**src/rtl/decode_queue_stage_pkg.sv**
```systemverilog
// rtl/decode_queue_stage_pkg.sv - instruction field helpers and output record for the decode queue
package decode_queue_stage_pkg;

  localparam int XLEN = 32;
  localparam int RW   = 5;

  typedef struct packed {
    logic [XLEN-1:0] pc;
    logic [XLEN-1:0] inst;
    logic [XLEN-1:0] rdata1;
    logic [XLEN-1:0] rdata2;
    logic [XLEN-1:0] pc_j;
    logic [XLEN-1:0] pc_b;
    logic            exc;
    logic [4:0]      exccode;
  } dec_out_t;

  function automatic logic [RW-1:0] get_rs(input logic [XLEN-1:0] inst);
    return inst[25:21];
  endfunction

  function automatic logic [RW-1:0] get_rt(input logic [XLEN-1:0] inst);
    return inst[20:16];
  endfunction

  function automatic logic [15:0] get_imm(input logic [XLEN-1:0] inst);
    return inst[15:0];
  endfunction

  function automatic logic [25:0] get_index(input logic [XLEN-1:0] inst);
    return inst[25:0];
  endfunction

  // Targets are relative to the delay-slot PC, not the branch itself.
  function automatic logic [XLEN-1:0] jump_target(input logic [XLEN-1:0] pc,
                                                  input logic [XLEN-1:0] inst);
    logic [XLEN-1:0] seq_pc;
    seq_pc = pc + 32'd4;
    return {seq_pc[31:28], get_index(inst), 2'b00};
  endfunction

  function automatic logic [XLEN-1:0] branch_target(input logic [XLEN-1:0] pc,
                                                    input logic [XLEN-1:0] inst);
    logic [XLEN-1:0] seq_pc;
    logic [15:0]     imm;
    seq_pc = pc + 32'd4;
    imm    = get_imm(inst);
    return seq_pc + {{14{imm[15]}}, imm, 2'b00};
  endfunction

endpackage

```
**src/rtl/decode_queue_stage_if.sv**
```systemverilog
// rtl/decode_queue_stage_if.sv - fetch-to-decode stream carrying pc, instruction and exception
interface decode_queue_stage_if;

  logic        tvalid;
  logic        tready;
  logic [31:0] pc;
  logic [31:0] inst;
  logic        exc;
  logic [4:0]  exccode;

  modport master (
    output tvalid,
    output pc,
    output inst,
    output exc,
    output exccode,
    input  tready
  );

  modport slave (
    input  tvalid,
    input  pc,
    input  inst,
    input  exc,
    input  exccode,
    output tready
  );

endinterface

```
**src/rtl/decode_queue_stage_fwd_select.sv**
```systemverilog
// rtl/decode_queue_stage_fwd_select.sv - priority forwarding mux for one operand
module fwd_select
  import decode_queue_stage_pkg::*;
#(
  parameter int N_FWD = 3
) (
  input  logic [RW-1:0]         raddr_i,
  input  logic [XLEN-1:0]       rf_rdata_i,
  input  logic [RW*N_FWD-1:0]   fwd_addr_i,
  input  logic [XLEN*N_FWD-1:0] fwd_data_i,
  input  logic [N_FWD-1:0]      fwd_ok_i,
  output logic [XLEN-1:0]       data_o,
  output logic                  stall_o
);

  logic hit;

  // Source 0 is the youngest producer; once it matches, older sources are ignored
  // even if they already hold a value.
  always_comb begin
    data_o  = rf_rdata_i;
    stall_o = 1'b0;
    hit     = 1'b0;
    for (int k = 0; k < N_FWD; k++) begin
      if (!hit && (raddr_i != '0) && (fwd_addr_i[RW*k +: RW] == raddr_i)) begin
        hit     = 1'b1;
        data_o  = fwd_data_i[XLEN*k +: XLEN];
        stall_o = !fwd_ok_i[k];
      end
    end
  end

endmodule

```
**src/rtl/decode_queue_stage.sv**
```systemverilog
// rtl/decode_queue_stage.sv - instruction queue between fetch and issue with operand forwarding
module decode_queue_stage
  import decode_queue_stage_pkg::*;
#(
  parameter int DEPTH = 4,
  parameter int N_FWD = 3
) (
  input  logic                     clk,
  input  logic                     reset,
  decode_queue_stage_if.slave      fetch,
  input  logic                     flush_i,
  output logic [RW-1:0]            rf_raddr1_o,
  output logic [RW-1:0]            rf_raddr2_o,
  input  logic [XLEN-1:0]          rf_rdata1_i,
  input  logic [XLEN-1:0]          rf_rdata2_i,
  input  logic [RW*N_FWD-1:0]      fwd_addr_i,
  input  logic [XLEN*N_FWD-1:0]    fwd_data_i,
  input  logic [N_FWD-1:0]         fwd_ok_i,
  input  logic                     ready_i,
  output logic                     valid_o,
  output logic [XLEN-1:0]          pc_o,
  output logic [XLEN-1:0]          inst_o,
  output logic [XLEN-1:0]          rdata1_o,
  output logic [XLEN-1:0]          rdata2_o,
  output logic [XLEN-1:0]          pc_j_o,
  output logic [XLEN-1:0]          pc_b_o,
  output logic                     exc_o,
  output logic [4:0]               exccode_o,
  output logic [$clog2(DEPTH):0]   count_o,
  output logic [31:0]              perfcnt_fwd_stall_o
);

  localparam int PW = $clog2(DEPTH);
  localparam int CW = PW + 1;

  logic [XLEN-1:0] pc_mem      [DEPTH];
  logic [XLEN-1:0] inst_mem    [DEPTH];
  logic            exc_mem     [DEPTH];
  logic [4:0]      exccode_mem [DEPTH];

  logic [PW-1:0] wr_ptr_q, wr_ptr_d;
  logic [PW-1:0] rd_ptr_q, rd_ptr_d;
  logic [CW-1:0] count_q, count_d;
  logic          valid_q, valid_d;
  dec_out_t      out_q, out_d;
  logic [31:0]   perf_q, perf_d;

  logic            empty, full, push, pop, stall, stall1, stall2;
  logic [XLEN-1:0] head_pc, head_inst, opnd1, opnd2;
  logic            head_exc;
  logic [4:0]      head_exccode;

  assign empty = (count_q == '0);
  assign full  = (count_q == CW'(DEPTH));

  // Ready is a function of occupancy only, so a full queue frees a slot one cycle after a pop.
  assign fetch.tready = !full;

  assign head_pc      = pc_mem[rd_ptr_q];
  assign head_inst    = inst_mem[rd_ptr_q];
  assign head_exc     = exc_mem[rd_ptr_q];
  assign head_exccode = exccode_mem[rd_ptr_q];

  assign rf_raddr1_o = get_rs(head_inst);
  assign rf_raddr2_o = get_rt(head_inst);

  fwd_select #(.N_FWD(N_FWD)) u_fwd1 (
    .raddr_i    (rf_raddr1_o),
    .rf_rdata_i (rf_rdata1_i),
    .fwd_addr_i (fwd_addr_i),
    .fwd_data_i (fwd_data_i),
    .fwd_ok_i   (fwd_ok_i),
    .data_o     (opnd1),
    .stall_o    (stall1)
  );

  fwd_select #(.N_FWD(N_FWD)) u_fwd2 (
    .raddr_i    (rf_raddr2_o),
    .rf_rdata_i (rf_rdata2_i),
    .fwd_addr_i (fwd_addr_i),
    .fwd_data_i (fwd_data_i),
    .fwd_ok_i   (fwd_ok_i),
    .data_o     (opnd2),
    .stall_o    (stall2)
  );

  // An excepting entry never executes, so its operands are irrelevant and it must not wait.
  assign stall = !head_exc && (stall1 || stall2);
  assign push  = fetch.tvalid && !full && !flush_i;
  assign pop   = !empty && !stall && (!valid_q || ready_i) && !flush_i;

  always_comb begin
    wr_ptr_d = wr_ptr_q;
    rd_ptr_d = rd_ptr_q;
    count_d  = count_q;
    if (flush_i) begin
      wr_ptr_d = '0;
      rd_ptr_d = '0;
      count_d  = '0;
    end else begin
      if (push) wr_ptr_d = wr_ptr_q + PW'(1);
      if (pop)  rd_ptr_d = rd_ptr_q + PW'(1);
      case ({push, pop})
        2'b10:   count_d = count_q + CW'(1);
        2'b01:   count_d = count_q - CW'(1);
        default: count_d = count_q;
      endcase
    end
  end

  always_comb begin
    out_d   = out_q;
    valid_d = valid_q;
    if (flush_i) begin
      valid_d = 1'b0;
    end else if (pop) begin
      valid_d       = 1'b1;
      out_d.pc      = head_pc;
      out_d.inst    = head_inst;
      out_d.rdata1  = opnd1;
      out_d.rdata2  = opnd2;
      out_d.pc_j    = jump_target(head_pc, head_inst);
      out_d.pc_b    = branch_target(head_pc, head_inst);
      out_d.exc     = head_exc;
      out_d.exccode = head_exccode;
    end else if (ready_i) begin
      valid_d = 1'b0;
    end
  end

  assign perf_d = perf_q + 32'(!empty && stall && !flush_i);

  always_ff @(posedge clk) begin
    if (reset) begin
      wr_ptr_q <= '0;
      rd_ptr_q <= '0;
      count_q  <= '0;
      valid_q  <= 1'b0;
      out_q    <= '0;
      perf_q   <= '0;
    end else begin
      wr_ptr_q <= wr_ptr_d;
      rd_ptr_q <= rd_ptr_d;
      count_q  <= count_d;
      valid_q  <= valid_d;
      out_q    <= out_d;
      perf_q   <= perf_d;
    end
  end

  // Storage carries no reset; occupancy alone says which slots are meaningful.
  always_ff @(posedge clk) begin
    if (push) begin
      pc_mem[wr_ptr_q]      <= fetch.pc;
      inst_mem[wr_ptr_q]    <= fetch.inst;
      exc_mem[wr_ptr_q]     <= fetch.exc;
      exccode_mem[wr_ptr_q] <= fetch.exccode;
    end
  end

  assign valid_o             = valid_q;
  assign pc_o                = out_q.pc;
  assign inst_o              = out_q.inst;
  assign rdata1_o            = out_q.rdata1;
  assign rdata2_o            = out_q.rdata2;
  assign pc_j_o              = out_q.pc_j;
  assign pc_b_o              = out_q.pc_b;
  assign exc_o               = out_q.exc;
  assign exccode_o           = out_q.exccode;
  assign count_o             = count_q;
  assign perfcnt_fwd_stall_o = perf_q;

endmodule

```
**src/flat_wrapper.sv**
```systemverilog
// flat-port wrapper written by rule: the top's interface ports become plain ports
module decode_queue_stage_flat import decode_queue_stage_pkg::*;
#(
  parameter int DEPTH = 4,
  parameter int N_FWD = 3
)
  (clk, reset, flush_i, rf_raddr1_o, rf_raddr2_o, rf_rdata1_i, rf_rdata2_i, fwd_addr_i, fwd_data_i, fwd_ok_i, ready_i, valid_o, pc_o, inst_o, rdata1_o, rdata2_o, pc_j_o, pc_b_o, exc_o, exccode_o, count_o, perfcnt_fwd_stall_o, fetch_tvalid, fetch_pc, fetch_inst, fetch_exc, fetch_exccode, fetch_tready);
  decode_queue_stage_if fetch_i ();
  input  logic clk;
  input  logic reset;
  input  logic flush_i;
  output logic [RW-1:0] rf_raddr1_o;
  output logic [RW-1:0] rf_raddr2_o;
  input  logic [XLEN-1:0] rf_rdata1_i;
  input  logic [XLEN-1:0] rf_rdata2_i;
  input  logic [RW*N_FWD-1:0] fwd_addr_i;
  input  logic [XLEN*N_FWD-1:0] fwd_data_i;
  input  logic [N_FWD-1:0] fwd_ok_i;
  input  logic ready_i;
  output logic valid_o;
  output logic [XLEN-1:0] pc_o;
  output logic [XLEN-1:0] inst_o;
  output logic [XLEN-1:0] rdata1_o;
  output logic [XLEN-1:0] rdata2_o;
  output logic [XLEN-1:0] pc_j_o;
  output logic [XLEN-1:0] pc_b_o;
  output logic exc_o;
  output logic [4:0] exccode_o;
  output logic [$clog2(DEPTH):0] count_o;
  output logic [31:0] perfcnt_fwd_stall_o;
  input wire logic [$bits(fetch_i.tvalid)-1:0] fetch_tvalid;
  input wire logic [$bits(fetch_i.pc)-1:0] fetch_pc;
  input wire logic [$bits(fetch_i.inst)-1:0] fetch_inst;
  input wire logic [$bits(fetch_i.exc)-1:0] fetch_exc;
  input wire logic [$bits(fetch_i.exccode)-1:0] fetch_exccode;
  output wire logic [$bits(fetch_i.tready)-1:0] fetch_tready;
  assign fetch_i.tvalid = fetch_tvalid;
  assign fetch_i.pc = fetch_pc;
  assign fetch_i.inst = fetch_inst;
  assign fetch_i.exc = fetch_exc;
  assign fetch_i.exccode = fetch_exccode;
  assign fetch_tready = fetch_i.tready;
  decode_queue_stage #(.DEPTH(DEPTH), .N_FWD(N_FWD)) u_core (.clk(clk), .reset(reset), .fetch(fetch_i), .flush_i(flush_i), .rf_raddr1_o(rf_raddr1_o), .rf_raddr2_o(rf_raddr2_o), .rf_rdata1_i(rf_rdata1_i), .rf_rdata2_i(rf_rdata2_i), .fwd_addr_i(fwd_addr_i), .fwd_data_i(fwd_data_i), .fwd_ok_i(fwd_ok_i), .ready_i(ready_i), .valid_o(valid_o), .pc_o(pc_o), .inst_o(inst_o), .rdata1_o(rdata1_o), .rdata2_o(rdata2_o), .pc_j_o(pc_j_o), .pc_b_o(pc_b_o), .exc_o(exc_o), .exccode_o(exccode_o), .count_o(count_o), .perfcnt_fwd_stall_o(perfcnt_fwd_stall_o));
endmodule
```
**config.mk**
```make
export PLATFORM = sky130hd
export DESIGN_NAME = decode_queue_stage_flat
export DESIGN_NICKNAME = d
export VERILOG_FILES = /design/src/rtl/decode_queue_stage_pkg.sv /design/src/rtl/decode_queue_stage_if.sv /design/src/rtl/decode_queue_stage_fwd_select.sv /design/src/rtl/decode_queue_stage.sv /design/src/flat_wrapper.sv
export SDC_FILE = /design/constraint.sdc
export NUM_CORES = 1
export LEC_CHECK = 0
export BUFFER_PORTS_ARGS = -buffer_cell sky130_fd_sc_hd__buf_2
export CORE_UTILIZATION = 49
export CTS_CLUSTER_SIZE = 8
export DETAILED_ROUTE_END_ITERATION = 8
export GPL_TIMING_DRIVEN = 1
export PLACE_DENSITY = 0.84
export SLEW_MARGIN = 10
export SYNTH_ARGS = -nofsm -noshare
export SYNTH_HDL_FRONTEND = slang
export SYNTH_SLANG_ARGS = --single-unit
```
**constraint.sdc**
```tcl
create_clock -name clk -period 4.47 [get_ports clk]
set_input_delay 0.6705 -clock clk [delete_from_list [all_inputs] [get_ports clk]]
set_output_delay 0.6705 -clock clk [all_outputs]
set_load 0.01 [all_outputs]
```
==> impl_metrics.yaml, run 1 <==
status:
  status: "finished clean"
route:
  final_antenna_net_count: 0
  viasPerCell: 5.82
  drt-met1-wl_mm: 26.7
  vias: 18000
  wire_per_inst_um: 23.2
  dr.pass1.iters: 6
  drt_iter0_drc: 1667
  wl_mm: 72.0
  highest_layer: "met5"
  drc: 0
  wl_met2_mm: 35.7
  met3_length_mm: 5.87
critical_path:
  worstPathCellList: "buf_4 -> mux4_2 -> xnor2_1 -> nand3_1 -> o21ai_1 -> or4_1 -> buf_8 -> a211oi_1 -> or3_4 -> inv_6 -> ha_1 -> inv_1 -> fa_1 -> xor2_1 -> or3_1 -> a21oi_1"
  cp-start-kind: "register"
  worstPathArrival_ns: 4.83
  required_ns: 4.97
  slowest_stage: "mux4_2"
  cpPeakStageDelay_ns: 0.57
  path_buf_inv: 4
  crit_type: "reg -> reg"
  critical-path-top-delay-family: "simple AND/OR/NAND/NOR gates"
  critPathMaxFanout: 33
  end_kind: "register"
die:
  dieArea_um2: 46200
  dieHeight_um: 215
  placementRows: 77
  start_util: 0.500
  coreArea_um2: 44400
  io-pin-count: 498
  die_width_um: 215
cells_and_area:
  final_common_cell: "buf_2"
  syn2layout_area_growth_pct: 24.1
  finalNetCount: 2729
  final_util: 0.620
  final_cell_mix: "buf_2, edfxtp_1, nand2_1, dfxtp_1, a21oi_1"
  drive_gt1_frac: 0.314
grt:
  grt_start_max_net_pins: 132
  grt_use_total: 0.300
  antenna_found_initial: 16
  grt_pass1_wl_mm: 105
  gr-total-overflow: 0
  grt_pass1_vias: 17800
timing:
  fmax_mhz: 231
  worst_slack_ns: 0.140
  hold_viol: 0
  worst_pin_slew_ns: 1.17
  rsz0062_at_grt: "yes"
  slew_headroom: 0.222
  finalClockSkew_ns: 0.0219
  period_share: 0.969
  finalSetupViolations: 0
  slew_violations: 0
  fin_crit_ns: 4.33
logic_synthesis:
  yosysSeqAreaShare: 0.568
  synth_edf_count: 280
  syn_avg_cell_area_um2: 11.5
  synth_area_um2: 22200
  yosys.area.top_type: "edfxtp_1"
  postSynthCellCount: 1928
  yosys_most_used_dff: "edfxtp_1"
  yosys.area.top_type_share: 0.379
  yosys_warnings: 0
  synthArstFlopShare: 0
  synth_seq_cells: 490
  synth_cell_types: 56
  synth_area_leaders: "edfxtp_1, dfxtp_1, mux4_2"
worst_hold_path:
  hold_class: "in -> reg"
clock_network:
  clk_latency_ns: 0.59
  clockRootBuffer: "clkbuf_16"
  cts_buffer_depth: 3
  clk_pin_slew_ns: 0.05
  cts_buffers: 71
  postCtsHoldBufs: 0
  cts_tree: "built"
  cts_htree_levels: 3
  cts_sinks: 490
pwr:
  peakVddDrop_mv: 0.422
  leakage_uw: 0.0104
  p_per_area_nw_per_um2: 400
job:
  cap_violations: 0
place:
  port_buffers: 495
  dp_slack_ns: -0.0146
  globalplace.congestion: 1.01
  post-dp-hpwl_mm: 48.8
-- registers in the layout (all words and copies together) (netlist names), 20 cells and up, named ones only --
| signal | cells |
|---|---|
| u_core.perfcnt_fwd_stall_o | 32 |
| u_core.pc_o | 30 |
| u_core.inst_mem | 128 |
| u_core.exccode_mem | 20 |
| u_core.rdata2_o | 32 |
| u_core.pc_b_o | 32 |
| u_core.pc_mem | 128 |
| u_core.rdata1_o | 32 |
| u_core.inst_o | 32 |
-- Yosys cell counts, drive strengths merged (2+ instances only) --
library cell	instances
edfxtp	280
nand2	230
dfxtp	210
a21oi	195
nor2	132
buf	110
o21ai	98
nor3	80
a211oi	74
mux4	70
xnor2	69
mux2i	65
clkbuf	56
ha	37
xor2	35
nand3	33
inv	24
or3	15
and2	12
a21o	11
nand4	11
and3	8
nor2b	8
nand2b	6
nand3b	6
o21bai	6
and4	5
nor4	5
or4	5
o21a	4
a211o	3
a31oi	3
o31ai	3
fa	2
nor3b	2
or2	2
-- worst reg2reg max path: cells and delay by family (launching register included) --
| kind | cells | cell delay [ns] |
|---|---|---|
| simple gates | 4 | 1.11 |
| buf+inv | 4 | 0.64 |
| mux | 1 | 0.57 |
| compound gates | 3 | 0.57 |
| fa+ha+maj | 2 | 0.56 |
| flops | 1 | 0.42 |
| xor+xnor | 2 | 0.38 |
-- metrics by stage --
stage               cell area [µm²]  cells  TNS, ns  total power (µW)  hold WS, ns
global placement              25200   2939        0              6010        0.438
global route                  27500   3091   -0.356             11300        0.282
CTS                           27300   3062        0             11000        0.260
detailed placement            25200   2939  -0.0258              6050        0.446
floorplan                     22200   1929        0              5620        0.469
finish                        27600   3097        0             11000        0.295
-- metal layers --
layer	track usage	up-vias
li1	-	8046
met1	0.357	8756
met2	0.511	1019
met3	0.0596	205
met4	0.162	2
met5	0	-
-- repair_timing --
item | CTS | global route
pin swaps | 0 | 3
resized for setup | 1 | 19
buffers inserted | 0 | 16
gates cloned | 0 | 1
endpoints found under the setup margin | 2 | 131
-- final cells by class --
class,instances,area (µm²)
fillers,3339,16900
flip-flops and latches,490,12600
multi-input cells,1248,8590
repair buffers,602,3390
clock buffers,121,2040
well taps,592,741
inverters,24,95.1
diodes,18,45.0
clock inverters,2,36.3
-- power breakdown --
part / switching [µW] / internal [µW] / leakage (µW)
Sequential: 49.9 / 4880 / 0.00424
Clock: 1930 / 3080 / 0.000990
Combinational: 633 / 448 / 0.00520
Total: 2610 / 8400 / 0.0104
-- cell families after synthesis --
logic type / Yosys count / synth area share
fa+ha+maj: 39 / 0.0227
simple gates: 560 / 0.113
compound gates: 408 / 0.106
buf+inv: 191 / 0.0490
other cells: 1 / 0.000169
flops: 490 / 0.568
xor+xnor: 104 / 0.0410
mux: 135 / 0.100
-- path summary, 6_finish.rpt --
check / from / cells after the start / slack [ns] / end
hold / removal: fetch_pc[10] / 1 / 0.29 / u_core.pc_mem[3][10]
setup / recovery: register / 16 / 0.14 / u_core.count_o[2]
setup reg to reg: register / 16 / 0.14 / u_core.count_o[2]
hold reg to reg: u_core.pc_b_o[31] / 2 / 0.45 / u_core.pc_b_o[31]
Power figures use the tool's default switching activity.
==> run 2: changes to the inputs <==
--- a/config.mk
+++ b/config.mk
@@ -5,11 +5,12 @@
 export SDC_FILE = /design/constraint.sdc
 export NUM_CORES = 1
 export LEC_CHECK = 0
-export BUFFER_PORTS_ARGS = -buffer_cell sky130_fd_sc_hd__buf_2
+export BUFFER_PORTS_ARGS = -buffer_cell sky130_fd_sc_hd__buf_4
 export CORE_UTILIZATION = 49
 export CTS_CLUSTER_SIZE = 8
 export DETAILED_ROUTE_END_ITERATION = 8
 export GPL_TIMING_DRIVEN = 1
+export MAX_ROUTING_LAYER = met4
 export PLACE_DENSITY = 0.84
 export SLEW_MARGIN = 10
 export SYNTH_ARGS = -nofsm -noshare
==> run 2 against run 1 <==
Clock skew is 0.0024 ns higher. Fmax grew 2.2%. Final cell count fell by 1.1%. Critical path depth grew 3. Hold slack lost 0.015 ns. Final area increased by 3.5%. Critical path type unchanged. Critical endpoint is now u_core.pc_b_o[31]. Largest cell class unchanged. Largest power group unchanged.
==> impl_metrics.yaml, run 2 (same netlist as run 1, synthesis figures left out) <==
die:
  dieArea_um2: 46200
  placementRows: 77
  io-pin-count: 498
  dieHeight_um: 215
  coreArea_um2: 44400
  start_util: 0.500
  die_width_um: 215
grt:
  grt_pass1_vias: 17500
  grt_use_total: 0.310
  grt_util_met2: 0.510
  antenna_found_initial: 9
  met1_usage: 0.362
  grt_start_max_net_pins: 173
  grt.met3_usage: 0.0613
  grt_pass1_wl_mm: 106
  grt.busiest_layer: "met2"
  gr-total-overflow: 0
status:
  status: "finished clean"
pwr:
  leakage_uw: 0.0105
  p_per_area_nw_per_um2: 387
  peakVddDrop_mv: 0.304
place:
  globalplace.congestion: 1.03
  postPlaceCellArea_um2: 26400
  post-dp-hpwl_mm: 49.0
  placed_cells: 2928
  port_buffers: 495
cells_and_area:
  n_fill_cell: 3363
  layoutNonFillerInstCount: 3064
  final_util: 0.642
  final_common_cell: "buf_4"
  finalNetCount: 2707
  drive_gt1_frac: 0.306
  stdcell_area_um2: 28500
  top_regs: "u_core.inst_mem: 128 flops, u_core.pc_mem: 128 flops"
  syn2layout_area_growth_pct: 28.5
  final_cell_mix: "buf_4, edfxtp_1, nand2_1, dfxtp_1, a21oi_1"
route:
  dr.pass1.iters: 5
  viasPerCell: 5.81
  drc: 0
  wire_per_inst_um: 23.3
  vias: 17800
  final_antenna_net_count: 0
  wl_mm: 71.4
  drt_iter0_drc: 1551
clock_network:
  clockRootBuffer: "clkbuf_16"
  clk_latency_ns: 0.60
  clk_pin_slew_ns: 0.05
  cts_tree: "built"
  cts_buffer_depth: 3
  cts_sinks: 490
  cts_htree_levels: 3
  postCtsHoldBufs: 0
  cts_buffers: 71
timing:
  finalClockSkew_ns: 0.0243
  worst_pin_slew_ns: 1.17
  slew_violations: 0
  hold_viol: 0
  fin_crit_ns: 4.24
  fmax_mhz: 236
  finalSetupViolations: 0
  slew_headroom: 0.221
  period_share: 0.948
job:
  cap_violations: 0
critical_path:
  required_ns: 4.89
  end_kind: "register"
  worstPathArrival_ns: 4.66
  critPathMaxFanout: 18
  crit_type: "reg -> reg"
  cp-start-kind: "register"
worst_hold_path:
  hold_class: "in -> reg"
-- run 2: layout make-up --
type | count | area (µm²) | share of cell area
antenna | 10 | 25.0 | 0.000878
clock buffer | 116 | 1990 | 0.0697
clock inverter | 4 | 46.3 | 0.00162
inverter | 24 | 95.1 | 0.00333
multi-input combinational | 1248 | 8560 | 0.300
sequential | 490 | 12600 | 0.443
tap | 592 | 741 | 0.0260
timing repair buffer | 580 | 4440 | 0.156
-- run 2: through the flow --
| step | worst slack (ns) | total power, µW | hold WS [ns] | setup TNS [ns] |
|---|---|---|---|---|
| finish | 0.233 | 11000 | 0.279 | 0 |
| global route | -0.0474 | 11400 | 0.258 | -0.0474 |
| CTS | 0.0349 | 11100 | 0.248 | 0 |
| detailed placement | 0.0767 | 6140 | 0.445 | 0 |
| global placement | 0.113 | 6110 | 0.440 | 0 |
| floorplan | 0.104 | 5620 | 0.469 | 0 |
-- run 2: metal layers --
layer | wire [µm] | part of all wire
met4 | 3510 | 0.049
met2 | 35500 | 0.50
met5 | 0 | 0
met1 | 26800 | 0.38
met3 | 5500 | 0.077
-- run 2: where the power goes --
group          internal, µW  switching, µW  total [µW]
registers              4880           52.7        4930
clock network          3010           1940        4950
logic                   526            620        1150
total                  8420           2610       11000
-- run 2: worst paths after layout --
kind	start	endpoint	slack, ns	cells after the start
worst min-delay path	fetch_pc[9]	u_core.pc_mem[1][9]	0.28	1
worst max register to register	register	u_core.pc_b_o[31]	0.23	19
worst min register to register	u_core.pc_o[26]	u_core.pc_o[26]	0.45	2
worst max-delay path	register	u_core.pc_b_o[31]	0.23	19
-- run 2: worst max-delay path, stage by stage, from the launching register on --
cell,delay [ns]
dfxtp_4,0.41
buf_12,0.21
buf_4,0.23
mux4_2,0.53
and4_1,0.26
nand3_1,0.16
nor2_2,0.08
nand2_1,0.09
xnor2_1,0.09
ha_1,0.23
a2111oi_1,0.36
buf_4,0.18
o21a_1,0.11
o31ai_1,0.08
or4_1,0.39
a21oi_1,0.18
o21ai_0,0.13
a21oi_1,0.14
a311o_1,0.13
a21oi_1,0.06
-- run 2: what timing repair did --
action / 4_1_cts / 5_1_grt
resized for setup: 0 / 7
buffers inserted: 0 / 6
endpoints found under the setup margin: 0 / 20
==> run 3: changes to the inputs <==
--- a/config.mk
+++ b/config.mk
@@ -6,6 +6,7 @@
 export NUM_CORES = 1
 export LEC_CHECK = 0
 export BUFFER_PORTS_ARGS = -buffer_cell sky130_fd_sc_hd__buf_4
+export CORE_ASPECT_RATIO = 0.7
 export CORE_UTILIZATION = 49
 export CTS_CLUSTER_SIZE = 8
 export DETAILED_ROUTE_END_ITERATION = 8
==> run 3 against run 2 <==
Sequential cell count did not move. Non-clock buffer count increased by 2. Final cell count grew 0.23%. Clock power increased by 3%. Fmax shrank 0.69%. Critical path depth decreased by 2. Final area up 0.55%. Sequential share of layout area fell by 0.24 points. Total power grew 1.5%. Clock skew grew 0.010 ns. Count of clock-buffer cells in the layout grew 5. Critical path type unchanged. Critical endpoint is now u_core.pc_b_o[27].
==> impl_metrics.yaml, run 3 (same netlist as run 1, synthesis figures left out) <==
die:
  coreArea_um2: 44200
  io-pin-count: 498
  dieHeight_um: 180
  dieArea_um2: 46200
  die_width_um: 256
  start_util: 0.502
  placementRows: 64
clock_network:
  clockRootBuffer: "clkbuf_16"
  cts_buffers: 71
  cts_sinks: 490
  clk_latency_ns: 0.60
  cts_tree: "built"
  clk_pin_slew_ns: 0.06
  postCtsHoldBufs: 0
  cts_buffer_depth: 3
  cts_htree_levels: 3
critical_path:
  end_kind: "register"
  worstPathArrival_ns: 4.78
  cp-start-kind: "register"
  r2r_setup_slack_ns: 0.20
  r2r_end: "u_core.pc_b_o[27]"
  cpMostUsedCell: "nand2_1"
  path_buf_inv: 1
  crit_type: "reg -> reg"
  cpPeakStageDelay_ns: 0.59
  critPathMaxFanout: 15
  slowest_stage: "mux4_2"
  critical-path-top-delay-family: "compound AO/OA/AOI/OAI gates"
  worst_r2r_path_depth: 17
  required_ns: 4.99
  worstPathCellList: "buf_12 -> mux4_2 -> ha_1 -> nand3_2 -> nor2_1 -> nand2_1 -> xnor2_1 -> ha_1 -> a21o_1 -> o21bai_1 -> a211oi_1 -> nand2_1 -> a21oi_1 -> o21ai_0 -> xor2_1 -> nand2_1 -> a21oi_1"
timing:
  slew_headroom: 0.366
  hold_ws_ns: 0.278
  hold_viol: 0
  fin_crit_ns: 4.27
  fmax_mhz: 234
  finalSetupViolations: 0
  period_share: 0.954
  worst_pin_slew_ns: 0.951
  tns_ns: 0
  slew_violations: 0
  finalClockSkew_ns: 0.0345
worst_hold_path:
  whs_path_depth: 1
  hold_end: "u_core.pc_mem[2][24]"
  min_from: "fetch_pc[24]"
  hold_class: "in -> reg"
pwr:
  power_switching_share: 0.243
  p_int_uw: 8480
  p_per_area_nw_per_um2: 390
  p_comb_frac: 0.102
  seq_power_share: 0.441
  leakage_uw: 0.0106
  peakVddDrop_mv: 0.340
  p_sw_uw: 2720
  clkPwrFrac: 0.457
  p_total_uw: 11200
route:
  wire_per_inst_um: 24.0
  vias: 17900
  drt_iter0_drc: 1745
  viasPerCell: 5.82
  wl_mm: 73.8
  drc: 0
  dr.pass1.iters: 6
  final_antenna_net_count: 0
grt:
  grt_use_total: 0.321
  grt_start_max_net_pins: 113
  antenna_found_initial: 7
  grt_pass1_vias: 17600
  gr-total-overflow: 0
  grt_pass1_wl_mm: 109
cells_and_area:
  finalNetCount: 2709
  drive_gt1_frac: 0.309
  syn2layout_area_growth_pct: 29.2
  final_cell_mix: "buf_4, edfxtp_1, nand2_1, dfxtp_1, a21oi_1"
  layoutNonFillerInstCount: 3071
  top_regs: "u_core.inst_mem: 128 flops, u_core.pc_mem: 128 flops"
  final_common_cell: "buf_4"
place:
  globalplace.congestion: 0.989
  post-dp-hpwl_mm: 51.3
  port_buffers: 495
  placed_cells: 2926
job:
  cap_violations: 0
status:
  status: "finished clean"
-- run 3: cell types whose count changed in the layout (fill, tap and decap cells not counted), moves of 2 or more --
cell       before  now
buf_6           1    4
clkinv_16       0    3
diode_2        10    7
clkbuf_1       43   47
a21oi_2         0    2
a21oi_1       195  193
-- run 3: area by class of cell --
cell class | count | area [µm²]
Antenna cell | 7 | 17.5
Clock buffer | 121 | 2020
Clock inverter | 5 | 126
Fill cell | 3267 | 15500
Inverter | 24 | 95.1
Multi-Input combinational cell | 1248 | 8590
Sequential cell | 490 | 12600
Tap cell | 594 | 743
Timing Repair Buffer | 582 | 4470
-- run 3: through the flow --
step	area [µm²]	util	setup WS, ns
5_1_grt	28700	0.649	-0.0187
3_5_place_dp	26300	0.595	0.111
4_1_cts	28500	0.644	0.0257
3_3_place_gp	26300	0.595	0.137
6_report	28700	0.649	0.204
2_1_floorplan	22200	-	0.104
-- run 3: worst max path at each step --
stage | from | to | cells after the start
6_report | register | u_core.pc_b_o[27] | 17
5_1_grt | register | u_core.perfcnt_fwd_stall_o[31] | 16
4_1_cts | register | u_core.pc_b_o[30] | 18
3_5_place_dp | register | u_core.pc_b_o[30] | 18
3_3_place_gp | register | u_core.pc_b_o[23] | 18
2_1_floorplan | register | u_core.pc_b_o[31] | 18
-- run 3: per-layer routing --
layer	global-route usage	wire length (µm)
met2	0.506	35200
met4	0.154	3700
met5	-	0
met3	0.0709	6560
met1	0.393	28300
-- run 3: repair_timing --
action,CTS,global route
setup buffers,0,12
resized for setup,0,15
setup endpoints to repair,0,29
-- run 3: power groups by stage --
stage                     clock [µW]  sequential (µW)  combinational [µW]
final                           5120             4930                1150
after global routing            5350             4930                1230
after floorplan                    0             5030                 586
after global placement             0             5010                1090
after detailed placement           0             5020                1120
after CTS                       5170             4930                1130
